**src/rtl/piso_serializer_pkg.sv**
```systemverilog
`default_nettype none
// ============================================================================
// Module      : piso_serializer_pkg
// Description : Shared types and constants for the PISO serializer slice.
//               state_t   - serializer FSM states (IDLE, SHIFT)
//               SER_WIDTH_DEFAULT - default parallel word width
// Revision    : 1.0 - initial release
// ============================================================================
package piso_serializer_pkg;

    localparam int SER_WIDTH_DEFAULT = 8;

    typedef enum logic [0:0] {
        IDLE  = 1'b0,
        SHIFT = 1'b1
    } state_t;

endpackage : piso_serializer_pkg
`default_nettype wire

```
**src/rtl/piso_serializer_bit_select_mux.sv**
```systemverilog
`default_nettype none
// ============================================================================
// Module      : bit_select_mux
// Description : Combinational WIDTH:1 part-select bit mux. The 8-bit build is
//               pin-compatible with the existing 8:1 bit mux.
// Ports       : data    [WIDTH-1:0] in  - word to select from
//               sel     [SEL_W-1:0] in  - bit index
//               bit_out             out - data[sel]
// Revision    : 1.0 - initial release
// ============================================================================
module bit_select_mux
    import piso_serializer_pkg::*;
#(
    parameter int  WIDTH = SER_WIDTH_DEFAULT,
    localparam int SEL_W = $clog2(WIDTH)
) (
    input  logic [WIDTH-1:0] data,
    input  logic [SEL_W-1:0] sel,
    output logic             bit_out
);

    assign bit_out = data[sel];

endmodule : bit_select_mux
`default_nettype wire

```
**src/rtl/piso_serializer.sv**
```systemverilog
`default_nettype none
// ============================================================================
// Module      : piso_serializer
// Description : Parallel-in / serial-out stage. Accepts a WIDTH-bit word over
//               a valid/ready handshake and emits it one bit per clock with
//               valid, start and done strobes. Back-to-back frames are
//               accepted on the last bit of the current frame (no bubble).
// Ports       : clk, rst (async, active-high)
//               in_data/in_valid/in_ready - parallel word handshake
//               ser_out/ser_valid         - serial bit stream
//               sel                       - current bit index (debug)
//               frame_start/frame_done    - first/last bit strobes
//               busy                      - frame in progress
// Revision    : 1.0 - initial release
// ============================================================================
module piso_serializer
    import piso_serializer_pkg::*;
#(
    parameter int  WIDTH     = SER_WIDTH_DEFAULT,
    parameter bit  LSB_FIRST = 1'b1,
    localparam int SEL_W     = $clog2(WIDTH)
) (
    input  logic             clk,
    input  logic             rst,
    input  logic [WIDTH-1:0] in_data,
    input  logic             in_valid,
    output logic             in_ready,
    output logic             ser_out,
    output logic             ser_valid,
    output logic [SEL_W-1:0] sel,
    output logic             frame_start,
    output logic             frame_done,
    output logic             busy
);

    localparam logic [SEL_W-1:0] LAST = SEL_W'(WIDTH - 1);

    state_t           state, state_n;
    logic [WIDTH-1:0] data_q, data_n;
    logic [SEL_W-1:0] cnt, cnt_n;
    logic             accept;
    logic             last_bit;
    logic             mux_bit;

    // Decode strictly from registers so the strobes are glitch-free and
    // in_ready never depends combinationally on in_valid.
    assign last_bit    = (cnt == LAST);
    assign in_ready    = (state == IDLE) || ((state == SHIFT) && last_bit);
    assign accept      = in_valid && in_ready;
    assign sel         = LSB_FIRST ? cnt : SEL_W'(LAST - cnt);
    assign busy        = (state == SHIFT);
    assign ser_valid   = busy;
    assign frame_start = busy && (cnt == '0);
    assign frame_done  = busy && last_bit;
    assign ser_out     = busy && mux_bit;

    bit_select_mux #(
        .WIDTH (WIDTH)
    ) u_mux (
        .data    (data_q),
        .sel     (sel),
        .bit_out (mux_bit)
    );

    always_ff @(posedge clk or posedge rst) begin
        if (rst) begin
            state  <= IDLE;
            data_q <= '0;
            cnt    <= '0;
        end else begin
            state  <= state_n;
            data_q <= data_n;
            cnt    <= cnt_n;
        end
    end

    always_comb begin
        state_n = state;
        data_n  = data_q;
        cnt_n   = cnt;
        unique case (state)
            IDLE: begin
                if (accept) begin
                    data_n  = in_data;
                    cnt_n   = '0;
                    state_n = SHIFT;
                end
            end
            SHIFT: begin
                if (!last_bit) begin
                    cnt_n = cnt + 1'b1;
                end else if (accept) begin
                    // Chain straight into the next frame.
                    data_n = in_data;
                    cnt_n  = '0;
                end else begin
                    cnt_n   = '0;
                    state_n = IDLE;
                end
            end
            default: begin
                state_n = IDLE;
                cnt_n   = '0;
            end
        endcase
    end

endmodule : piso_serializer
`default_nettype wire

```
**config.mk**
```make
export PLATFORM = sky130hd
export DESIGN_NAME = piso_serializer
export DESIGN_NICKNAME = d
export VERILOG_FILES = /design/src/rtl/piso_serializer_pkg.sv /design/src/rtl/piso_serializer_bit_select_mux.sv /design/src/rtl/piso_serializer.sv
export SDC_FILE = /design/constraint.sdc
export NUM_CORES = 1
export LEC_CHECK = 0
export CAP_MARGIN = 20
export CORE_UTILIZATION = 42
export DETAILED_ROUTE_END_ITERATION = 8
export GPL_ROUTABILITY_DRIVEN = 0
export PLACE_DENSITY = 0.84
export SKIP_LAST_GASP = 1
export SLEW_MARGIN = 20
export SYNTH_ARGS = -nofsm -noshare
export SYNTH_HDL_FRONTEND = slang
export SYNTH_SLANG_ARGS = --single-unit
```
**constraint.sdc**
```tcl
create_clock -name clk -period 1.9 [get_ports clk]
set_clock_uncertainty 0.05 [all_clocks]
set_input_delay 0.19 -clock clk [delete_from_list [all_inputs] [get_ports clk]]
set_output_delay 0.19 -clock clk [all_outputs]
set_load 0.02 [all_outputs]
```
==> impl_metrics.csv, run 1 <==
group,metric,value,unit
run_status,status,"completed",
sta,fmax,567,MHz
routing,finalWirelength,995,um
clocking,post_cts_buffers,0,
power,power_density,1660,nW/um^2
setup_path,crit_cells,4,
hold_path,hold_class,"in -> async",
setup_path,crit_type,"reg -> out",
clocking,htree_levels,1,
finish,n_fill_cell,119,
yosys,synth_most_common_cell,"dfrtp_1",
setup_path,critPathMaxStageDelay,560,ps
routing,wl_per_cell,11.8,um
job,maxCapViolations,0,
yosys,synth_top_family_by_area,"multiplexers",
clocking,clk_latency,270,ps
clocking,clock-sinks,12,
finish,area_growth,40.9,%
yosys,ys.warnings.count,0,
routing,drt-vias-per-instance,4.88,
floorplanning,ioPinCount,20,
clocking,ctsHoldBuffers,0,
global_routing,antenna_found_initial,0,
yosys,synth_cell_types,16,
setup_path,critical_path.top_delay_family,"multiplexers",
floorplanning,initial_utilization,45.2,%
floorplanning,dieArea,1550,sq um
power,cellLeakagePower,0.388,nW
placed_design,dp_hpwl,800,um
routing,drtAntennaViolNets,0,
power,peakVddDrop,0.696,mV
clocking,clk_path_buf_depth,2,
floorplanning,die_w,39.4,um
finish,drive_gt1_share,26.1,%
finish,final-seq-area,300,sq um
yosys,netlist_instances,45,
placed_design,io_buffers,19,
clocking,root_buffer,"clkbuf_4",
routing,first_pass_iters,2,
yosys,synth_edf_count,0,
yosys,synth_compound_area_share,4.47,%
clocking,cts_tree,"yes",
floorplanning,num_rows,13,
placed_design,place_ws,52.6,ps
sta,setup_slack,135,ps
placed_design,placed_area,805,sq um
yosys,synth-main-ff-cell,"dfrtp_1",
setup_path,worstPathCellList,"mux4_1, nand2_1, a21boi_1, clkbuf_2",
sta,hold_violations,0,
yosys,synth_xor_area_share,0,%
global_routing,grt_pass1_vias,416,
yosys,postSynthAreaPerCell,13.1,sq um
global_routing,grt_pass1_wl,1660,um
setup_path,end_kind,"primary output",
setup_path,critPathBufInv,1,
routing,drt-initial-drc-count,2,
yosys,synthMuxAreaShare,24.3,%
setup_path,crit_fanout,4,
sta,finalCritPeriodShare,92.9,%
setup_path,crit_path_start,"sel[1]",
yosys,synthTopCellsByArea,"dfrtp_1 51%, mux2_2 15%, mux4_1 8.9%, ha_1 6.4%, inv_1 2.6%",
yosys,syn_nets,59,
floorplanning,core-area,1300,sq um
yosys,yosys.area.top_type,"dfrtp_1",
setup_path,r2r.worst_path.cells,5,
routing,vias,410,
setup_path,crit_path_top_delay_cell,"mux4_1",
setup_path,timing.rr.start,"sel[1]",
setup_path,cp-start-kind,"register",
yosys,netlist_area,588,sq um
yosys,synthSimpleGateAreaFrac,10.0,%
finish,final_area,828,sq um
power,p_total,1.38,mW
clocking,numCtsBuffers,3,
yosys,synth.top_cell.area_share,51.1,%
yosys,seq_area_frac_synth,51.1,%
yosys,async_reset_ff_share,100,%
sta,rsz0062_at_grt,"false",
global_routing,grtUsageTotal,16.6,%
finish,num_antenna_cells,0,
sta,layout_min_cycle_time,1770,ps
routing,drc,0,
sta,setup_viol,0,
sta,tightest_slew,442,ps
global_routing,grt_max_degree,13,
setup_path,arrival,1530,ps
yosys,synth_seq_cells,12,
sta,slew_headroom,70.5,%
yosys,synthTopCellsByCount,"12 x dfrtp_1, 8 x mux2_2, 4 x inv_1, 4 x nand2_1, 3 x ha_1",
floorplanning,dieHeight,39.4,um
global_routing,grt_overflow,0,
yosys,synth_fa_ha_area_share,6.38,%
sta,slew_viol_final,0,
finish,finalNetCount,84,
clocking,clkSlewWorstSetupHoldPaths,70,ps
finish,multi_input_area,265,sq um
setup_path,crit_required,1660,ps
==> repair_timing <==
item                                    4_1_cts  5_1_grt
endpoints found under the setup margin        4        2
pin swaps                                     0        0
gates resized for setup                       4        4
==> final timing paths <==
kind	end	slack [ps]
setup / recovery	ser_out	130
hold / removal	sel[1]	160
setup reg to reg	data_q[7]	150
hold reg to reg	data_q[3]	450
max in group asynchronous	data_q[5]	1330
min in group clk	data_q[3]	450
==> report_power, final <==
group,total (mW),internal [mW],switching (mW)
Clock,0.198,0.116,0.0814
Sequential,0.481,0.384,0.0962
Combinational,0.700,0.379,0.321
Total,1.38,0.880,0.499
==> worst register-to-register path, cell delays in order (launching register included) <==
cell and delay, ps:
dfrtp_1 420, ha_1 200, ha_1 180, nand2b_2 230
nand2_2 190, mux2_2 360
==> area by class of cell <==
cell class / instances / share of cell area (%)
flip-flops and latches: 12 / 36.3
clock buffers: 4 / 4.38
well taps: 15 / 2.27
repair buffers: 21 / 23.3
inverters: 4 / 1.81
multi-input cells: 28 / 32.0
==> kinds of logic after synthesis <==
logic type               Yosys count
buffers and inverters              5
adder cells (fa/ha/maj)            3
multiplexers                      10
flip-flops                        12
AND/OR/NAND/NOR                   11
AO/OA/AOI/OAI                      4
==> metrics by stage <==
step	TNS, ps	hold WS [ps]	cells	utilization, %
5_1_grt	0	229	84	63.7
3_3_place_gp	0	438	80	61.8
2_1_floorplan	0	4.70	45	-
6_report	0	164	84	63.7
4_1_cts	-40.1	170	84	64.2
3_5_place_dp	0	436	80	61.8
==> state kept, by name, summed over array words and instances, names as in the netlist <==
name	flops
data_q	8
sel	3
busy	1
==> layout by cell type (no fill, tap or decap) <==
cell,instances
mux4_1,2
nand2b_1,2
nand2_1,4
nor2_1,1
clkbuf_4,3
nand2_2,1
and2_1,1
ha_1,3
clkbuf_2,2
clkdlybuf4s50_1,15
o21ai_0,2
or3_1,1
mux2_2,8
o32ai_1,1
dfrtp_1,12
dlygate4sd2_1,2
nand2b_2,1
a21boi_1,1
inv_1,4
buf_4,2
clkbuf_8,1
==> routing by layer <==
metal	track usage [%]	vias up	part of all wire, %
met3	1.70	2	6.8
met1	19.3	183	43
met5	0	-	0
li1	-	206	-
met2	28.7	19	48
met4	10.3	0	1.9
(Power assumes the default switching activity.)
==> inputs of run 2 (changes only) <==
Settings changed: CTS_CLUSTER_SIZE set to 20.
==> results of run 2 <==
No change in the layout: final DEF, timing and power equal those of run 1.
==> inputs of run 3 (changes only) <==
Settings changed: GPL_TIMING_DRIVEN set to 0.
==> run 3 against run 2 <==
Total power is 4.8% lower. Routed wire length is 3.7% higher. Clock power is 27% lower. First-iteration DRC count is 100% higher. Global-route usage is 0.61 points lower. Cell area is 2.4% lower. Non-clock buffer count is 1 lower. Sequential power is 2% higher. Hold slack better by 3.3 ps. Critical path type is now reg -> reg.
==> impl_metrics.csv, run 3 (synthesized netlist as in run 1, its figures left out) <==
group,metric,value,unit
clocking,clock-sinks,12,
setup_path,crit_path_top_delay_cell,"dfrtp_2",
floorplanning,dieHeight,39.4,um
routing,finalWirelength,1030,um
finish,n_fill_cell,120,
setup_path,r2r.worst_path.cells,5,
sta,tightest_slew,431,ps
finish,final_common_cell,"clkdlybuf4s50_1",
placed_design,placed_cells,79,
floorplanning,ioPinCount,20,
power,power_density,1620,nW/um^2
sta,slew_viol_final,0,
routing,drtAntennaViolNets,0,
setup_path,critPathMaxStageDelay,450,ps
power,peakVddDrop,0.684,mV
placed_design,placed_area,797,sq um
setup_path,arrival,1870,ps
setup_path,crit_required,1990,ps
sta,slew_headroom,71.2,%
power,cellLeakagePower,0.374,nW
finish,multi_input_area,265,sq um
finish,num_antenna_cells,0,
global_routing,antenna_found_initial,0,
setup_path,crit_cells,5,
finish,area_growth,37.4,%
floorplanning,num_rows,13,
finish,largest_register_ffs,8,
clocking,clkSlewWorstSetupHoldPaths,70,ps
finish,finalNetCount,83,
floorplanning,dieArea,1550,sq um
placed_design,dp_hpwl,830,um
clocking,numCtsBuffers,3,
global_routing,grt_overflow,0,
setup_path,crit_top_cell,"ha_1",
routing,wl_per_cell,12.6,um
setup_path,critPathBufInv,0,
global_routing,grtUsageTotal,16.0,%
setup_path,critical_path.top_delay_family,"flip-flops",
global_routing,grt_max_degree,13,
floorplanning,initial_utilization,45.2,%
global_routing,grt_pass1_wl,1580,um
routing,drt-vias-per-instance,4.95,
placed_design,io_buffers,19,
clocking,root_buffer,"clkbuf_4",
job,maxCapViolations,0,
sta,finalCritPeriodShare,93.6,%
finish,final_area,808,sq um
clocking,clk_latency,260,ps
run_status,status,"completed",
clocking,clk_path_buf_depth,2,
floorplanning,die_w,39.4,um
setup_path,cp-start-kind,"register",
routing,vias,406,
sta,rsz0062_at_grt,"false",
setup_path,crit_fanout,8,
routing,drc,0,
setup_path,crit_type,"reg -> reg",
setup_path,end_kind,"register",
sta,setup_viol,0,
global_routing,grt_pass1_vias,394,
sta,holdWs,168,ps
finish,top_register,"data_q",
finish,final-seq-area,302,sq um
hold_path,hold_class,"in -> async",
finish,stdcell_count,82,
finish,drive_gt1_share,25.4,%
finish,final_cell_mix,"15 x clkdlybuf4s50_1, 11 x dfrtp_1, 8 x mux2_2",
floorplanning,core-area,1300,sq um
sta,fmax,563,MHz
sta,hold_violations,0,
clocking,cts_tree,"yes",
clocking,htree_levels,1,
routing,first_pass_iters,2,
sta,layout_min_cycle_time,1780,ps
setup_path,worstPathCellList,"ha_1, ha_1, nand2b_2, nand2_2, mux2_2",
routing,drt-initial-drc-count,4,
[run 3: layer usage]
layer | global-route usage, % | vias up | wire, um
li1 | - | 201 | -
met1 | 16.7 | 186 | 432
met2 | 29.5 | 17 | 543
met3 | 1.70 | 2 | 50
met4 | 10.3 | 0 | 6
met5 | 0 | - | 0
[run 3: final timing paths]
kind	startpoint	slack [ps]	endpoint
hold / removal	rst	170	data_q[6]
setup / recovery	sel[1]	120	data_q[4]
setup reg to reg	sel[1]	120	data_q[4]
min in group clk	data_q[1]	450	data_q[1]
max in group asynchronous	rst	1300	sel[1]
hold reg to reg	data_q[1]	450	data_q[1]
[run 3: stage by stage]
step	utilization (%)	total power, mW	TNS, ps	setup WS (ps)
floorplan	-	0.930	0	73.7
global placement	61.3	1.19	-7.13	-7.13
detailed placement	61.3	1.23	-45.2	-45.2
CTS	62.8	1.35	-60.9	-60.9
global route	62.1	1.41	0	37.3
finish	62.1	1.31	0	122
[run 3: report_power, final]
part	leakage (nW)	internal, mW	switching [mW]
sequential	0.139	0.387	0.107
combinational	0.221	0.362	0.313
clock	0.0138	0.0730	0.0716
[run 3: what timing repair did]
action	CTS	global route
hold buffers	0	0
resized for setup	6	3
setup endpoints to repair	4	2
buffers inserted	0	0
[run 3: area by class of cell]
class	count	area share, %
Multi-Input combinational cell	28	32.8
Timing Repair Buffer	19	22.0
Buffer	1	0.929
Clock buffer	3	2.79
Inverter	4	1.86
Sequential cell	12	37.3
Tap cell	15	2.32
[run 3: worst reg2reg max path: stages (launching register included)]
cell	delay, ps
dfrtp_2	450
ha_1	200
ha_1	180
nand2b_2	220
nand2_2	200
mux2_2	360
